[config.mk]
export PLATFORM = sky130hd
export DESIGN_NAME = fifo_byte_packer
export DESIGN_NICKNAME = d
export VERILOG_FILES = /design/src/rtl/fifo_pkt_pkg.sv /design/src/rtl/fifo_byte_packer_lane_assembler.sv /design/src/rtl/fifo_byte_packer.sv
export SDC_FILE = /design/constraint.sdc
export NUM_CORES = 1
export LEC_CHECK = 0
export ABC_AREA = 1
export CAP_MARGIN = 40
export CORE_UTILIZATION = 47
export DETAILED_ROUTE_END_ITERATION = 16
export GPL_TIMING_DRIVEN = 0
export PLACE_DENSITY = 0.76
export SYNTH_ARGS = -nofsm -noshare
export SYNTH_HDL_FRONTEND = slang
export SYNTH_SLANG_ARGS = --single-unit
[constraint.sdc]
create_clock -name clk -period 2.56 [get_ports clk]
set_input_delay 0.64 -clock clk [delete_from_list [all_inputs] [get_ports clk]]
set_output_delay 0.64 -clock clk [all_outputs]
set_load 0.01 [all_outputs]
[src/rtl/fifo_pkt_pkg.sv]
// Shared types and helpers for the length-prefixed byte packer.
package fifo_pkt_pkg;
  typedef enum logic [1:0] {IDLE, PAYLOAD, EMIT} state_t;

  localparam int PKT_LANES = 4;
  localparam int LANE_W    = $clog2(PKT_LANES);

  // Contiguous mask with the low lane_count bits set.
  function automatic logic [63:0] keep_mask(input int lane_count);
    logic [63:0] m;
    m = '0;
    for (int i = 0; i < 64; i++)
      if (i < lane_count) m[i] = 1'b1;
    return m;
  endfunction
endpackage

[src/rtl/fifo_byte_packer_lane_assembler.sv]
// Lane register file plus keep mask; one byte write or a full clear per cycle.
module lane_assembler
  import fifo_pkt_pkg::*;
#(
  parameter int DWIDTH = 8,
  parameter int LANES  = PKT_LANES,
  parameter int LW     = $clog2(LANES)
) (
  input  logic                          clk,
  input  logic                          reset,
  input  logic                          clr,
  input  logic                          wr_en,
  input  logic [LW-1:0]                 wr_lane,
  input  logic [DWIDTH-1:0]             wr_byte,
  output logic [LANES-1:0][DWIDTH-1:0]  data,
  output logic [LANES-1:0]              keep
);
  logic [63:0] next_mask;

  // Lanes fill in order, so keep is always lanes 0..wr_lane.
  assign next_mask = keep_mask(int'(wr_lane) + 1);

  for (genvar g = 0; g < LANES; g++) begin : g_lane
    always_ff @(posedge clk or posedge reset) begin
      if (reset)                                 data[g] <= '0;
      else if (clr)                              data[g] <= '0;
      else if (wr_en && wr_lane == LW'(g))       data[g] <= wr_byte;
    end
  end

  always_ff @(posedge clk or posedge reset) begin
    if (reset)      keep <= '0;
    else if (clr)   keep <= '0;
    else if (wr_en) keep <= next_mask[LANES-1:0];
  end
endmodule

[src/rtl/fifo_byte_packer.sv]
// Pops length-prefixed packets from a byte FIFO and emits LANES-byte words
// with keep/last on a valid/ready port.
module fifo_byte_packer
  import fifo_pkt_pkg::*;
#(
  parameter int DWIDTH = 8,
  parameter int LANES  = PKT_LANES,
  parameter int CNTW   = 16
) (
  input  logic                      clk,
  input  logic                      reset,
  input  logic [DWIDTH-1:0]         fifo_dout,
  input  logic                      fifo_rdy,
  output logic                      fifo_pop,
  output logic [DWIDTH*LANES-1:0]   word_data,
  output logic [LANES-1:0]          word_keep,
  output logic                      word_last,
  output logic                      word_valid,
  input  logic                      word_ready,
  output logic [CNTW-1:0]           pkt_cnt,
  output logic [CNTW-1:0]           zero_len_cnt,
  output logic                      busy
);
  localparam int LW = $clog2(LANES);

  state_t                        state;
  logic [DWIDTH-1:0]             remaining;
  logic [LW-1:0]                 lane;
  logic                          asm_clr, asm_wr, last_byte, lane_full, hs;
  logic [LANES-1:0][DWIDTH-1:0]  asm_data;

  assign fifo_pop  = fifo_rdy & (state == IDLE | state == PAYLOAD);
  assign hs        = (state == EMIT) & word_ready;
  assign asm_wr    = (state == PAYLOAD) & fifo_rdy;
  // Clear on a non-empty header and on every handshake (last or not).
  assign asm_clr   = ((state == IDLE) & fifo_rdy & (fifo_dout != '0)) | hs;
  assign last_byte = (remaining == DWIDTH'(1));
  assign lane_full = (lane == LW'(LANES - 1));
  assign busy      = (state != IDLE);
  assign word_data = asm_data;

  lane_assembler #(.DWIDTH(DWIDTH), .LANES(LANES), .LW(LW)) u_asm (
    .clk     (clk),
    .reset   (reset),
    .clr     (asm_clr),
    .wr_en   (asm_wr),
    .wr_lane (lane),
    .wr_byte (fifo_dout),
    .data    (asm_data),
    .keep    (word_keep)
  );

  always_ff @(posedge clk or posedge reset) begin
    if (reset) begin
      state        <= IDLE;
      remaining    <= '0;
      lane         <= '0;
      word_last    <= 1'b0;
      word_valid   <= 1'b0;
      pkt_cnt      <= '0;
      zero_len_cnt <= '0;
    end else begin
      case (state)
        IDLE: if (fifo_rdy) begin
          if (fifo_dout == '0) begin
            zero_len_cnt <= zero_len_cnt + 1'b1;
          end else begin
            remaining <= fifo_dout;
            lane      <= '0;
            state     <= PAYLOAD;
          end
        end
        PAYLOAD: if (fifo_rdy) begin
          remaining <= remaining - 1'b1;
          if (last_byte) word_last <= 1'b1;
          if (lane_full || last_byte) begin
            word_valid <= 1'b1;
            state      <= EMIT;
          end else begin
            lane <= lane + 1'b1;
          end
        end
        EMIT: if (word_ready) begin
          word_valid <= 1'b0;
          lane       <= '0;
          if (word_last) begin
            word_last <= 1'b0;
            pkt_cnt   <= pkt_cnt + 1'b1;
            state     <= IDLE;
          end else begin
            state <= PAYLOAD;
          end
        end
        default: state <= IDLE;
      endcase
    end
  end
endmodule

==> results.json, run 1 <==
{
  "p_int_mw": 3.04,
  "hold_slack_ns": 0.475,
  "io_pins": 84,
  "arrival_ns": 1.69,
  "synth-edff-count": 0,
  "finalSetupViolations": 0,
  "ys_types": 27,
  "ctsRootBufferMaster": "clkbuf_8",
  "path_cells": "clkdlybuf4s50_1, inv_2, nor2_4, dlygate4sd2_1",
  "start_util_pct": 49.0,
  "instances_no_fill": 748,
  "synthFlopType": "dfrtp_1",
  "drtIter0Drc": 183,
  "critPathTopFamily": "buffers and inverters",
  "dp_cells": 732,
  "start_kind": "input pin",
  "cpMaxStageDelayCell": "clkdlybuf4s50_1",
  "grt_pass1_wl_um": 17200,
  "cp_num_buf_inv": 3,
  "outcome": "completed",
  "grt_pass1_vias": 3640,
  "async_flop_share_pct": 100,
  "pwr-share-clk_pct": 19.6,
  "vias_per_cell": 5.07,
  "yosys.area.top_type_share_pct": 47.8,
  "routabilityCongestion": 0.871,
  "skew_ns": 0.0108,
  "post-route-period-util_pct": 91.2,
  "numClockSinks": 82,
  "slew_violations": 0,
  "path_max_fanout": 6,
  "yosys_register_bits": 82,
  "seq_area_mm2": 0.00205,
  "hold_viol_final": 0,
  "end_kind": "output port",
  "ctsLongestPathBuffers": 2,
  "avgSynthCellArea_um2": 7.97,
  "cap_violations": 0,
  "worstSkewPairLatency_ns": 0.35,
  "synth_area_leaders": "dfrtp_1 48%, nand2_1 17%, nand4_1 5.4%, nor2_1 5.0%, inv_1 4.5%",
  "antenna_found_initial": 0,
  "rows": 34,
  "synth_cells": 539,
  "p_switching_mw": 1.88,
  "holdCritPathClass": "reg -> reg",
  "rsz0062_at_grt": "false",
  "core_area_mm2": 0.00876,
  "antennaDiodeCount": 0,
  "critPathMaxStageDelay_ns": 0.52,
  "syn_area_mm2": 0.00429,
  "achievable-frequency_mhz": 428,
  "area_delta_synth_final_pct": 28.3,
  "leakagePower_nw": 2.72,
  "grt_max_degree": 30,
  "yosys_warnings": 0,
  "nets": 656,
  "slew_headroom_pct": 58.6,
  "cts_tree": "yes",
  "post-cts-setup-buffer-count": 0,
  "cts-htree-levels": 3,
  "dieArea_mm2": 0.00952,
  "power_switching_share_pct": 38.2,
  "dr.pass1.iters": 4,
  "period_needed_ns": 2.33,
  "die_h_um": 97.6,
  "seqPwrFrac_pct": 38.7,
  "portBuffers": 83,
  "critical_path_class": "in -> out",
  "power.density_mw_per_mm2": 892,
  "yosysSeqAreaShare_pct": 47.8,
  "comb_power_share_pct": 41.7,
  "die_w_um": 97.6,
  "overflow": 0,
  "synthTopCellsByCount": "189 x nand2_1, 82 x dfrtp_1, 57 x nor2_1",
  "syn_nets": 560,
  "drive_gt1_share_pct": 9.06,
  "synth_most_common_cell": "nand2_1",
  "fill_cells": 766,
  "multiInputGateArea_mm2": 0.00195,
  "wl_um": 9840,
  "wire_per_inst_um": 13.1,
  "drc": 0,
  "critPathRequiredTime_ns": 1.92,
  "synth_top_cell_by_area": "dfrtp_1",
  "vias": 3789,
  "dp_hpwl_um": 7390,
  "route.antenna.remaining_nets": 0,
  "cts_made_buffers": 9,
  "worst_pin_slew_ns": 0.620,
  "cts.clk_slew.worst_paths_ns": 0.09,
  "irDropWorstVdd_mv": 0.426,
  "gr-usage-all-layers_pct": 22.1
}
[layout by cell type, fill, tap and decap left out, types with 2 or more instances in the layout]
master,Yosys,final
clkbuf_8,0,9
clkdlybuf4s50_1,0,82
buf_4,2,2
clkinv_2,0,2
nand2_1,189,189
o21ai_0,13,13
xnor2_1,10,10
inv_2,4,5
o21ai_2,6,6
xor2_1,12,12
buf_6,3,3
nor3_1,5,5
nand4_1,37,37
ha_1,9,9
dfrtp_1,82,82
nand2_2,2,2
a21oi_1,6,6
buf_12,0,2
inv_1,52,50
nor2_4,2,3
nor2_2,5,5
clkinvlp_4,0,2
inv_6,0,2
buf_2,8,8
o21ai_1,6,6
nor2_1,57,56
nand3_1,21,21
nor2_8,3,3
[registers in the layout, summed over array words and instances, names as in the netlist, 2 cells and up]
name,cells
pkt_cnt,16
state,2
zero_len_cnt,16
remaining,8
lane,2
u_asm.data,32
u_asm.keep,4
[cell type report]
class,count,area share [%]
flip-flops and latches,82,37.2
multi-input cells,388,35.4
repair buffers,85,15.8
inverters,56,3.88
well taps,108,2.45
clock buffers,9,2.25
plain buffers,13,1.61
clock inverters,7,1.39
[worst min-delay path: cells and delay by family (launching register included)]
kind	cells	cell delay (ns)
simple gates	2	0.09
flops	1	0.35
[metal layers]
| layer | up-vias | wire length (um) | global-route usage (%) |
|---|---|---|---|
| li1 | 1896 | - | - |
| met1 | 1775 | 4450 | 29.4 |
| met2 | 104 | 4730 | 36.7 |
| met3 | 14 | 505 | 3.96 |
| met4 | 0 | 146 | 7.01 |
| met5 | - | 0 | 0 |
[cell families (layout without fill, tap and decap cells)]
| family | count (synthesis) | after routing | synth area share [%] |
|---|---|---|---|
| AOI/OAI and AO/OA | 34 | 34 | 4.84 |
| adders and majority gates | 9 | 9 | 2.62 |
| DFF | 82 | 82 | 47.8 |
| buffers and inverters | 69 | 170 | 6.96 |
| and+or+nand+nor | 323 | 323 | 33.3 |
| xor gates and xnor gates | 22 | 22 | 4.49 |
[repair_timing]
action / in CTS / in global routing
hold buffers: 0 / 0
endpoints found under the setup margin: 1 / 0
gates resized for setup: 4 / 0
[worst paths after layout]
check	cells past startpoint	slack [ns]	startpoint	endpoint
max	4	0.23	fifo_rdy	fifo_pop
min	2	0.48	u_asm.data[3]$_DFFE_PP0P_	u_asm.data[3]$_DFFE_PP0P_
max reg2reg	8	0.97	state[1]$_DFFE_PP0P_	u_asm.data[23]$_DFFE_PP0P_
min reg2reg	2	0.48	u_asm.data[3]$_DFFE_PP0P_	u_asm.data[3]$_DFFE_PP0P_
max in group asynchronous	4	1.10	reset	zero_len_cnt[2]$_DFFE_PP0P_
min in group asynchronous	2	0.70	reset	pkt_cnt[15]$_DFFE_PP0P_
[metrics by stage]
step                      util, %  setup WS [ns]  power (mW)  TNS, ns  area, um2
after floorplan                 -          0.921        3.10        0       4300
after global placement       60.1         -0.220        3.90   -0.220       5260
after detailed placement     60.5         -0.205        3.97   -0.205       5300
after CTS                    62.9          0.236        4.94        0       5510
after global routing         62.9          0.175        5.29        0       5510
final                        62.9          0.226        4.91        0       5510
[power by group through the flow]
| stage | logic [mW] | registers [mW] | clock network, mW |
|---|---|---|---|
| 2_1_floorplan | 1.11 | 1.99 | 0 |
| 3_3_place_gp | 2.00 | 1.90 | 0 |
| 3_5_place_dp | 2.06 | 1.92 | 0 |
| 4_1_cts | 2.06 | 1.90 | 0.979 |
| 5_1_grt | 2.30 | 1.95 | 1.04 |
| 6_report | 2.05 | 1.90 | 0.962 |
Note: power is estimated with default switching activity, not from simulation.
==> run 2, diff against run 1 <==
--- a/config.mk
+++ b/config.mk
@@ -7,10 +7,11 @@
 export LEC_CHECK = 0
 export ABC_AREA = 1
 export CAP_MARGIN = 40
-export CORE_UTILIZATION = 47
+export CORE_UTILIZATION = 52
+export CTS_CLUSTER_SIZE = 25
 export DETAILED_ROUTE_END_ITERATION = 16
 export GPL_TIMING_DRIVEN = 0
-export PLACE_DENSITY = 0.76
+export PLACE_DENSITY = 0.8
 export SYNTH_ARGS = -nofsm -noshare
 export SYNTH_HDL_FRONTEND = slang
 export SYNTH_SLANG_ARGS = --single-unit
==> constraint.sdc (replaced) <==
create_clock -name clk -period 2.6 [get_ports clk]
set_input_delay 0.65 -clock clk [delete_from_list [all_inputs] [get_ports clk]]
set_output_delay 0.65 -clock clk [all_outputs]
set_load 0.01 [all_outputs]
==> results.json, run 2 (synthesized netlist as in run 1, its figures left out) <==
{
  "worstSkewPairLatency_ns": 0.35,
  "wl_um": 10100,
  "ctsRootBufferMaster": "clkbuf_8",
  "mostFrequentLayoutCell": "nand2_1",
  "antenna_found_initial": 0,
  "period_needed_ns": 2.34,
  "arrival_ns": 1.69,
  "rows": 32,
  "dp_cells": 726,
  "drive_gt1_share_pct": 8.76,
  "holdCritPathClass": "reg -> reg",
  "slew_headroom_pct": 71.2,
  "instances_no_fill": 741,
  "outcome": "completed",
  "grt_max_degree": 41,
  "fill_cells": 635,
  "largestRegisters": "u_asm.data: 32 flops, pkt_cnt: 16 flops, zero_len_cnt: 16 flops",
  "end_kind": "output port",
  "cts.clk_slew.worst_paths_ns": 0.08,
  "post-route-period-util_pct": 90.0,
  "io_pins": 84,
  "setup_tns_ns": 0,
  "irDropWorstVdd_mv": 0.545,
  "mostFrequentLayoutCells": "189 x nand2_1, 82 x clkdlybuf4s50_1, 82 x dfrtp_1",
  "dr.pass1.iters": 5,
  "die_w_um": 92.9,
  "slew_violations": 0,
  "wire_per_inst_um": 13.6,
  "seqPwrFrac_pct": 37.4,
  "vias_per_cell": 5.24,
  "grt_pass1_vias": 3591,
  "pwr-share-clk_pct": 21.8,
  "vias": 3882,
  "skew_ns": 0.0111,
  "p_switching_mw": 1.81,
  "worst_pin_slew_ns": 0.428,
  "multiInputGateArea_mm2": 0.00195,
  "portBuffers": 83,
  "postCtsHoldBufs": 0,
  "cap_violations": 0,
  "start_util_pct": 54.7,
  "grt_pass1_wl_um": 16500,
  "cts-htree-levels": 3,
  "drtIter0Drc": 148,
  "antennaDiodeCount": 0,
  "routabilityCongestion": 0.899,
  "ctsLongestPathBuffers": 2,
  "hold_viol_final": 0,
  "route.antenna.remaining_nets": 0,
  "seq_area_mm2": 0.00205,
  "path_max_fanout": 6,
  "core_area_mm2": 0.00785,
  "hold_slack_ns": 0.477,
  "critPathRequiredTime_ns": 1.95,
  "leakagePower_nw": 2.74,
  "power.density_mw_per_mm2": 901,
  "critical_path_class": "in -> out",
  "numClockSinks": 82,
  "achievable-frequency_mhz": 427,
  "cts_tree": "yes",
  "comb_power_share_pct": 40.8,
  "finalSetupViolations": 0,
  "drc": 0,
  "largest_reg_flops": 32,
  "rsz0062_at_grt": "false",
  "dieArea_mm2": 0.00863,
  "area_delta_synth_final_pct": 28.9,
  "p_int_mw": 3.17,
  "largest-register": "u_asm.data",
  "dp_hpwl_um": 7360,
  "die_h_um": 92.9,
  "overflow": 0,
  "cts_made_buffers": 9,
  "gr-usage-all-layers_pct": 24.3,
  "nets": 656,
  "start_kind": "input pin",
  "power_switching_share_pct": 36.4
}
==> run 2: changes by cell type in the layout (fill, tap and decap cells not counted), sizes merged <==
cell,change
bufinv,+2
clkbuf,+1
clkinvlp,-1
inv,-3
==> run 2: power groups by stage <==
stage               combinational (mW)  clock (mW)  sequential [mW]
floorplan                         1.09           0             1.96
global placement                  1.96           0             1.87
detailed placement                2.03           0             1.88
CTS                               2.05        1.10             1.86
global route                      2.26        1.15             1.90
finish                            2.03        1.09             1.86
==> run 2: critical path, cell delays in order <==
cell and delay [ns]:
clkdlybuf4s50_1 0.51, inv_2 0.10, nor2_4 0.13, dlygate4sd2_1 0.29
==> run 2: per-stage QoR <==
stage                     instance area [um2]  power [mW]  utilization, %  worst slack, ns
final                                    5530        4.99            70.5            0.260
after global routing                     5530        5.31            70.5            0.202
after CTS                                5530        5.01            70.5            0.256
after detailed placement                 5300        3.92            67.5           -0.189
after global placement                   5260        3.82            67.0           -0.189
after floorplan                          4300        3.05               -            0.941
==> run 2: cell type report <==
| class | instances | share of cell area, % |
|---|---|---|
| inverters | 56 | 3.87 |
| well taps | 102 | 2.31 |
| clock inverters | 5 | 1.88 |
| clock buffers | 10 | 2.31 |
| plain buffers | 13 | 1.61 |
| flip-flops and latches | 82 | 37.1 |
| multi-input cells | 388 | 35.2 |
| repair buffers | 85 | 15.7 |
==> run 2: worst paths after layout <==
kind | from | to | slack (ns) | cells past startpoint
min in group asynchronous | reset | zero_len_cnt[11]$_DFFE_PP0P_ | 0.57 | 2
max in group asynchronous | reset | u_asm.data[31]$_DFFE_PP0P_ | 1.32 | 4
worst min-delay path | u_asm.data[3]$_DFFE_PP0P_ | u_asm.data[3]$_DFFE_PP0P_ | 0.48 | 2
worst min register to register | u_asm.data[3]$_DFFE_PP0P_ | u_asm.data[3]$_DFFE_PP0P_ | 0.48 | 2
worst max-delay path | fifo_rdy | fifo_pop | 0.26 | 4
worst max register to register | state[1]$_DFFE_PP0P_ | zero_len_cnt[6]$_DFFE_PP0P_ | 1.00 | 8
==> run 2: metal layers <==
metal / wire length [um] / global-route usage (%) / part of all wire, % / up-vias
li1: - / - / - / 1902
met1: 4420 / 32.6 / 44 / 1847
met2: 4970 / 40.0 / 49 / 114
met3: 520 / 4.35 / 5.2 / 19
met4: 157 / 7.56 / 1.6 / 0
met5: 0 / 0 / 0 / -
==> run 2: what timing repair did <==
action	4_1_cts	5_1_grt
setup buffers	0	0
gates resized for setup	4	0
setup endpoints to repair	1	0
